`config.mk`:
```
export PLATFORM = sky130hd
export DESIGN_NAME = maxterm_evaluator_flat
export DESIGN_NICKNAME = d
export VERILOG_FILES = /design/src/rtl/maxterm_evaluator_pkg.sv /design/src/rtl/maxterm_evaluator_if.sv /design/src/rtl/maxterm_evaluator_table.sv /design/src/rtl/maxterm_evaluator.sv /design/src/flat_wrapper.sv
export SDC_FILE = /design/constraint.sdc
export NUM_CORES = 1
export LEC_CHECK = 0
export CAP_MARGIN = 20
export CORE_MARGIN = 10
export CORE_UTILIZATION = 40
export DETAILED_ROUTE_END_ITERATION = 10
export PLACE_DENSITY = 0.67
export REMOVE_ABC_BUFFERS = 1
export SETUP_SLACK_MARGIN = 0.5
export SYNTH_ARGS = -nofsm -noshare
export SYNTH_HDL_FRONTEND = slang
export SYNTH_SLANG_ARGS = --single-unit
```
`constraint.sdc`:
```
create_clock -name clk -period 4 [get_ports clk]
set_input_delay 0.6 -clock clk [delete_from_list [all_inputs] [get_ports clk]]
set_output_delay 0.6 -clock clk [all_outputs]
set_load 0.02 [all_outputs]
```
`src/rtl/maxterm_evaluator_pkg.sv`:
```
// Shared types and limits for the maxterm evaluator (FSM states, size bounds).
// Optional comparison feature in the top is enabled by MAXTERM_EVALUATOR_CMP_EN.
package maxterm_evaluator_pkg;

  localparam int N_IN_MAX  = 6;
  localparam int N_OUT_MAX = 4;

  typedef enum logic [1:0] {
    ST_IDLE  = 2'd0,
    ST_SWEEP = 2'd1,
    ST_DONE  = 2'd2
  } state_e;

  // Output-select width: at least one bit even for a single function.
  function automatic int sel_width(input int n_out);
    return (n_out > 1) ? $clog2(n_out) : 1;
  endfunction

endpackage

```
`src/rtl/maxterm_evaluator_if.sv`:
```
// Handshake bundle for the maxterm evaluator: table writes, evaluation
// requests, results and sweep control. The DUT uses the slave modport.
interface maxterm_evaluator_if
  import maxterm_evaluator_pkg::*;
#(
  parameter int N_IN  = 4,
  parameter int N_OUT = 2,
  parameter int SW    = sel_width(N_OUT)
);

  logic                 cfg_valid;
  logic                 cfg_ready;
  logic [SW-1:0]        cfg_sel;
  logic [2**N_IN-1:0]   cfg_table;

  logic                 in_valid;
  logic                 in_ready;
  logic [N_IN-1:0]      in_vec;

  logic                 out_valid;
  logic                 out_ready;
  logic [N_IN-1:0]      out_vec;
  logic [N_OUT-1:0]     out_res;

  logic                 start;
  logic                 busy;
  logic                 done;

  modport slave (
    input  cfg_valid, cfg_sel, cfg_table, in_valid, in_vec, out_ready, start,
    output cfg_ready, in_ready, out_valid, out_vec, out_res, busy, done
  );

  modport master (
    output cfg_valid, cfg_sel, cfg_table, in_valid, in_vec, out_ready, start,
    input  cfg_ready, in_ready, out_valid, out_vec, out_res, busy, done
  );

endinterface

```
`src/rtl/maxterm_evaluator_table.sv`:
```
// Truth-table storage (module maxterm_table): one registered table per output
// function, a single write port and a combinational lookup by input vector.
module maxterm_table
  import maxterm_evaluator_pkg::*;
#(
  parameter int N_IN  = 4,
  parameter int N_OUT = 2,
  parameter int SW    = sel_width(N_OUT)
) (
  input  logic               clk,
  input  logic               rst_n,
  input  logic               wr_en,
  input  logic [SW-1:0]      wr_sel,
  input  logic [2**N_IN-1:0] wr_data,
  input  logic [N_IN-1:0]    rd_vec,
  output logic [N_OUT-1:0]   rd_res
);

  localparam int DEPTH = 2**N_IN;

  logic [N_OUT-1:0][DEPTH-1:0] tbl_q, tbl_d;

  // Selects that do not name an existing function match no row and are dropped.
  always_comb begin
    tbl_d = tbl_q;
    for (int k = 0; k < N_OUT; k++) begin
      if (wr_en && (int'(wr_sel) == k)) begin
        tbl_d[k] = wr_data;
      end
    end
  end

  always_ff @(posedge clk or negedge rst_n) begin
    if (!rst_n) begin
      tbl_q <= '1;
    end else begin
      tbl_q <= tbl_d;
    end
  end

  always_comb begin
    rd_res = '0;
    for (int k = 0; k < N_OUT; k++) begin
      rd_res[k] = tbl_q[k][rd_vec];
    end
  end

endmodule

```
`src/rtl/maxterm_evaluator.sv`:
```
// Evaluates N_OUT boolean functions given as maxterm truth tables, either per
// request or as an exhaustive sweep. MAXTERM_EVALUATOR_CMP_EN adds mism/mism_cnt.
module maxterm_evaluator
  import maxterm_evaluator_pkg::*;
#(
  parameter int N_IN  = 4,
  parameter int N_OUT = 2,
  parameter int SW    = sel_width(N_OUT)
) (
  input  logic                 clk,
  input  logic                 rst_n,
  maxterm_evaluator_if.slave   bus
`ifdef MAXTERM_EVALUATOR_CMP_EN
  ,
  output logic [N_IN:0]        mism_cnt,
  output logic                 mism
`endif
);

  localparam logic [N_IN-1:0] LAST_VEC = '1;

  state_e            state_q, state_d;
  logic [N_IN-1:0]   cnt_q, cnt_d;
  logic              out_valid_q, out_valid_d;
  logic [N_IN-1:0]   out_vec_q, out_vec_d;
  logic [N_OUT-1:0]  out_res_q, out_res_d;

  logic              can_load;
  logic              cfg_fire;
  logic              in_fire;
  logic              sweep_load;
  logic [N_IN-1:0]   rd_vec;
  logic [N_OUT-1:0]  rd_res;

  assign can_load      = !out_valid_q || bus.out_ready;
  assign bus.cfg_ready = (state_q == ST_IDLE);
  // A start request wins over a simultaneous evaluation request.
  assign bus.in_ready  = (state_q == ST_IDLE) && can_load && !bus.start;
  assign cfg_fire      = bus.cfg_valid && bus.cfg_ready;
  assign in_fire       = bus.in_valid && bus.in_ready;
  assign sweep_load    = (state_q == ST_SWEEP) && can_load;
  assign rd_vec        = (state_q == ST_SWEEP) ? cnt_q : bus.in_vec;

  maxterm_table #(
    .N_IN  (N_IN),
    .N_OUT (N_OUT),
    .SW    (SW)
  ) u_table (
    .clk     (clk),
    .rst_n   (rst_n),
    .wr_en   (cfg_fire),
    .wr_sel  (bus.cfg_sel),
    .wr_data (bus.cfg_table),
    .rd_vec  (rd_vec),
    .rd_res  (rd_res)
  );

  always_comb begin
    state_d = state_q;
    cnt_d   = cnt_q;
    case (state_q)
      ST_IDLE: begin
        if (bus.start) begin
          state_d = ST_SWEEP;
          cnt_d   = '0;
        end
      end
      ST_SWEEP: begin
        if (sweep_load) begin
          if (cnt_q == LAST_VEC) begin
            state_d = ST_DONE;
          end else begin
            cnt_d = cnt_q + 1'b1;
          end
        end
      end
      ST_DONE: begin
        state_d = ST_IDLE;
      end
      default: begin
        state_d = ST_IDLE;
      end
    endcase
  end

  // Result register: loads from a request or the sweep counter, else drains.
  always_comb begin
    out_valid_d = out_valid_q;
    out_vec_d   = out_vec_q;
    out_res_d   = out_res_q;
    if (in_fire || sweep_load) begin
      out_valid_d = 1'b1;
      out_vec_d   = rd_vec;
      out_res_d   = rd_res;
    end else if (bus.out_ready) begin
      out_valid_d = 1'b0;
    end
  end

  always_ff @(posedge clk or negedge rst_n) begin
    if (!rst_n) begin
      state_q     <= ST_IDLE;
      cnt_q       <= '0;
      out_valid_q <= 1'b0;
      out_vec_q   <= '0;
      out_res_q   <= '0;
    end else begin
      state_q     <= state_d;
      cnt_q       <= cnt_d;
      out_valid_q <= out_valid_d;
      out_vec_q   <= out_vec_d;
      out_res_q   <= out_res_d;
    end
  end

  assign bus.out_valid = out_valid_q;
  assign bus.out_vec   = out_vec_q;
  assign bus.out_res   = out_res_q;
  assign bus.busy      = (state_q != ST_IDLE);
  assign bus.done      = (state_q == ST_DONE);

`ifdef MAXTERM_EVALUATOR_CMP_EN
  logic              out_sweep_q, out_sweep_d;
  logic [N_IN:0]     mism_cnt_q, mism_cnt_d;

  assign mism = out_valid_q && (out_res_q[0] != out_res_q[1]);

  // Only sweep results count, including the last one drained after DONE.
  always_comb begin
    out_sweep_d = out_sweep_q;
    mism_cnt_d  = mism_cnt_q;
    if (in_fire || sweep_load) begin
      out_sweep_d = sweep_load;
    end
    if ((state_q == ST_IDLE) && bus.start) begin
      mism_cnt_d = '0;
    end else if (out_valid_q && bus.out_ready && out_sweep_q && mism) begin
      mism_cnt_d = mism_cnt_q + 1'b1;
    end
  end

  always_ff @(posedge clk or negedge rst_n) begin
    if (!rst_n) begin
      out_sweep_q <= 1'b0;
      mism_cnt_q  <= '0;
    end else begin
      out_sweep_q <= out_sweep_d;
      mism_cnt_q  <= mism_cnt_d;
    end
  end

  assign mism_cnt = mism_cnt_q;
`endif

endmodule

```
`src/flat_wrapper.sv`:
```
// flat-port wrapper written by rule: the top's interface ports become plain ports
module maxterm_evaluator_flat import maxterm_evaluator_pkg::*;
#(
  parameter int N_IN  = 4,
  parameter int N_OUT = 2,
  parameter int SW    = sel_width(N_OUT)
)
  (clk, rst_n, bus_cfg_valid, bus_cfg_sel, bus_cfg_table, bus_in_valid, bus_in_vec, bus_out_ready, bus_start, bus_cfg_ready, bus_in_ready, bus_out_valid, bus_out_vec, bus_out_res, bus_busy, bus_done);
  maxterm_evaluator_if #(.N_IN(N_IN), .N_OUT(N_OUT), .SW(SW)) bus_i ();
  input  logic clk;
  input  logic rst_n;
  input wire logic [$bits(bus_i.cfg_valid)-1:0] bus_cfg_valid;
  input wire logic [$bits(bus_i.cfg_sel)-1:0] bus_cfg_sel;
  input wire logic [$bits(bus_i.cfg_table)-1:0] bus_cfg_table;
  input wire logic [$bits(bus_i.in_valid)-1:0] bus_in_valid;
  input wire logic [$bits(bus_i.in_vec)-1:0] bus_in_vec;
  input wire logic [$bits(bus_i.out_ready)-1:0] bus_out_ready;
  input wire logic [$bits(bus_i.start)-1:0] bus_start;
  output wire logic [$bits(bus_i.cfg_ready)-1:0] bus_cfg_ready;
  output wire logic [$bits(bus_i.in_ready)-1:0] bus_in_ready;
  output wire logic [$bits(bus_i.out_valid)-1:0] bus_out_valid;
  output wire logic [$bits(bus_i.out_vec)-1:0] bus_out_vec;
  output wire logic [$bits(bus_i.out_res)-1:0] bus_out_res;
  output wire logic [$bits(bus_i.busy)-1:0] bus_busy;
  output wire logic [$bits(bus_i.done)-1:0] bus_done;
  assign bus_i.cfg_valid = bus_cfg_valid;
  assign bus_i.cfg_sel = bus_cfg_sel;
  assign bus_i.cfg_table = bus_cfg_table;
  assign bus_i.in_valid = bus_in_valid;
  assign bus_i.in_vec = bus_in_vec;
  assign bus_i.out_ready = bus_out_ready;
  assign bus_i.start = bus_start;
  assign bus_cfg_ready = bus_i.cfg_ready;
  assign bus_in_ready = bus_i.in_ready;
  assign bus_out_valid = bus_i.out_valid;
  assign bus_out_vec = bus_i.out_vec;
  assign bus_out_res = bus_i.out_res;
  assign bus_busy = bus_i.busy;
  assign bus_done = bus_i.done;
  maxterm_evaluator #(.N_IN(N_IN), .N_OUT(N_OUT), .SW(SW)) u_core (.clk(clk), .rst_n(rst_n), .bus(bus_i));
endmodule
```
==> results.sh <==
export IMPL_clock_sinks=45
export IMPL_num_rows=26
export IMPL_cp_cell_sequence="nor2_1 -> inv_1 -> nor3_1 -> clkdlybuf4s50_1"
export IMPL_grt_max_degree=46
export IMPL_rsz0062_at_grt="no"
export IMPL_hold_viol=0
export IMPL_dp_hpwl_um=3570
export IMPL_end_kind="output port"
export IMPL_dieHeight_um=94.2
export IMPL_crit_path_max_fanout=6
export IMPL_yosysTopAreaCellShare_pct=38.2
export IMPL_vias=1430
export IMPL_avgSynthCellArea_um2=13.2
export IMPL_crit_path_start_kind="flip-flop"
export IMPL_fmax_mhz=397
export IMPL_async_reset_ff_share_pct=100
export IMPL_num_io_pins=38
export IMPL_status="finished clean"
export IMPL_synth_edff_count=0
export IMPL_clk_pin_slew_ns=0.08
export IMPL_gp_congestion=0.841
export IMPL_leakagePower_nw=1.08
export IMPL_post_cts_resized=0
export IMPL_synthCells=167
export IMPL_synth_area_um2=2200
export IMPL_max_cap_violations=0
export IMPL_grt_pass1_wl_um=7740
export IMPL_h_tree_depth=2
export IMPL_yosysMostFrequentCell="mux2_2"
export IMPL_clock_skew_ns=0.00754
export IMPL_cts_hold_buf=0
export IMPL_grt_pass1_vias=1567
export IMPL_yosysSeqAreaShare_pct=53.0
export IMPL_die_w_um=94.2
export IMPL_peakVddDrop_v=0.000301
export IMPL_routed_wl_um=4680
export IMPL_syn_to_final_growth_pct=22.6
export IMPL_hp_class="in2async"
export IMPL_ant_nets=0
export IMPL_start_util_pct=42.3
export IMPL_max_stage_delay_ns=0.63
export IMPL_antenna_found_initial=0
export IMPL_setup_violations=0
export IMPL_final_area_um2=2700
export IMPL_whs_ns=0.455
export IMPL_dieArea_um2=8870
export IMPL_slew_viol_final=0
export IMPL_synthTopCellsByCount="mux2_2, dfstp_2, mux2i_1"
export IMPL_viasPerCell=5.18
export IMPL_track_usage_pct=10.8
export IMPL_powerDensity_nw_per_um2=749
export IMPL_clock_latency_ns=0.29
export IMPL_slew_headroom_pct=36.0
export IMPL_placed_area_um2=2610
export IMPL_io_buffers=37
export IMPL_min_period_ns=2.52
export IMPL_diodes=0
export IMPL_grt_ovfl_total=0
export IMPL_drive_gt1_share_pct=39.8
export IMPL_cts_buffer_depth=2
export IMPL_place_inst=269
export IMPL_synth_warnings=0
export IMPL_tns_ns=0
export IMPL_stdcell_count=276
export IMPL_place_ws_ns=1.37
export IMPL_synth_distinct_cells=32
export IMPL_drc=0
export IMPL_wl_per_cell_um=17.0
export IMPL_synth_seq_cells=45
export IMPL_clockRootBuffer="clkbuf_8"
export IMPL_setup_ws_ns=1.48
export IMPL_drt_iter0_markers=89
export IMPL_synth_top_cell_by_area="dfstp_2"
export IMPL_required_ns=3.40
export IMPL_final_core_utilization_pct=51.9
export IMPL_p_total_mw=2.02
export IMPL_fin_crit_sh_pct=62.9
export IMPL_cts_buffers_inserted=5
export IMPL_arrival_ns=1.92
export IMPL_tritoncts="yes"
export IMPL_slowest_stage="clkdlybuf4s50_1"
export IMPL_coreArea_um2=5200
export IMPL_critPathKind="reg2out"
export IMPL_finalNetCount=234
export IMPL_tightest_slew_ns=0.960
export IMPL_synth_flop_cell="dfstp_2"
export IMPL_postCtsSetupRepairBufs=0
export IMPL_firstDrtPassIters=4
export IMPL_synth_area_top_cells="dfstp_2, mux2_2, dfrtp_1, mux2i_1, mux4_2"
==> cells by family after synthesis <==
kind of cell / Yosys count / synth area share (%)
multiplexers: 53 / 29.0
flip-flops: 45 / 53.0
AND/OR/NAND/NOR: 40 / 8.93
AO/OA/AOI/OAI: 17 / 5.23
buffers and inverters: 10 / 2.90
XOR/XNOR: 1 / 0.398
adder cells (fa/ha/maj): 1 / 0.568
==> power by group <==
part	switching [mW]	total [mW]	internal (mW)
combinational	0.379	0.821	0.441
clock	0.138	0.275	0.137
sequential	0.141	0.925	0.784
total	0.658	2.02	1.36
==> worst max-delay path, delay by kind of cell, from the launching register on <==
family	cells	cell delay, ns
DFF	1	0.42
buffers and inverters	2	0.73
and+or+nand+nor	2	0.47
==> layout by cell type, fill, tap and decap left out, drive strengths merged, types with 6 or more instances in the layout <==
cell type / count
clkdlybuf4s50: 36
nand2: 13
dfrtp: 13
o21ai: 7
clkbuf: 7
nand3: 7
nor2: 6
dfstp: 32
mux2i: 17
mux2: 33
==> per-layer routing <==
metal	share of wire [%]	track usage, %	vias up
li1	-	-	678
met1	47	13.4	702
met2	45	17.3	43
met3	6.3	3.52	7
met4	1.5	3.42	0
met5	0	0	-
==> registers in the layout (all words and copies together), names as in the netlist <==
signal	cells
u_core.u_table.tbl_q	32
u_core.cnt_q	4
u_core.bus.out_res	2
u_core.state_q	2
u_core.bus.out_valid	1
u_core.bus.out_vec	4
==> final cells by class <==
cell class                      count  area, µm²
Multi-Input combinational cell    112        971
Timing Repair Buffer               38        373
Clock buffer                        7       86.3
Fill cell                         445       2510
Tap cell                           70       87.6
Sequential cell                    45       1170
Inverter                            4       15.0
==> worst paths after layout <==
check                                                        from  cells past startpoint  slack [ns]                                end
min in group clk                u_core.bus.out_vec[2]$_DFFE_PN0P_                      2        0.50  u_core.bus.out_vec[2]$_DFFE_PN0P_
worst max-delay path                u_core.state_q[0]$_DFFE_PN0P_                      4        1.48                       bus_in_ready
worst min register to register  u_core.bus.out_vec[2]$_DFFE_PN0P_                      2        0.50  u_core.bus.out_vec[2]$_DFFE_PN0P_
max in group asynchronous                                   rst_n                      1        2.95  u_core.bus.out_vec[1]$_DFFE_PN0P_
worst min-delay path                                        rst_n                      1        0.46        u_core.cnt_q[0]$_DFFE_PN0P_
worst max register to register      u_core.state_q[1]$_DFFE_PN0P_                      6        1.58  u_core.bus.out_res[1]$_DFFE_PN0P_
No activity file was read; power rests on OpenSTA's default activity.
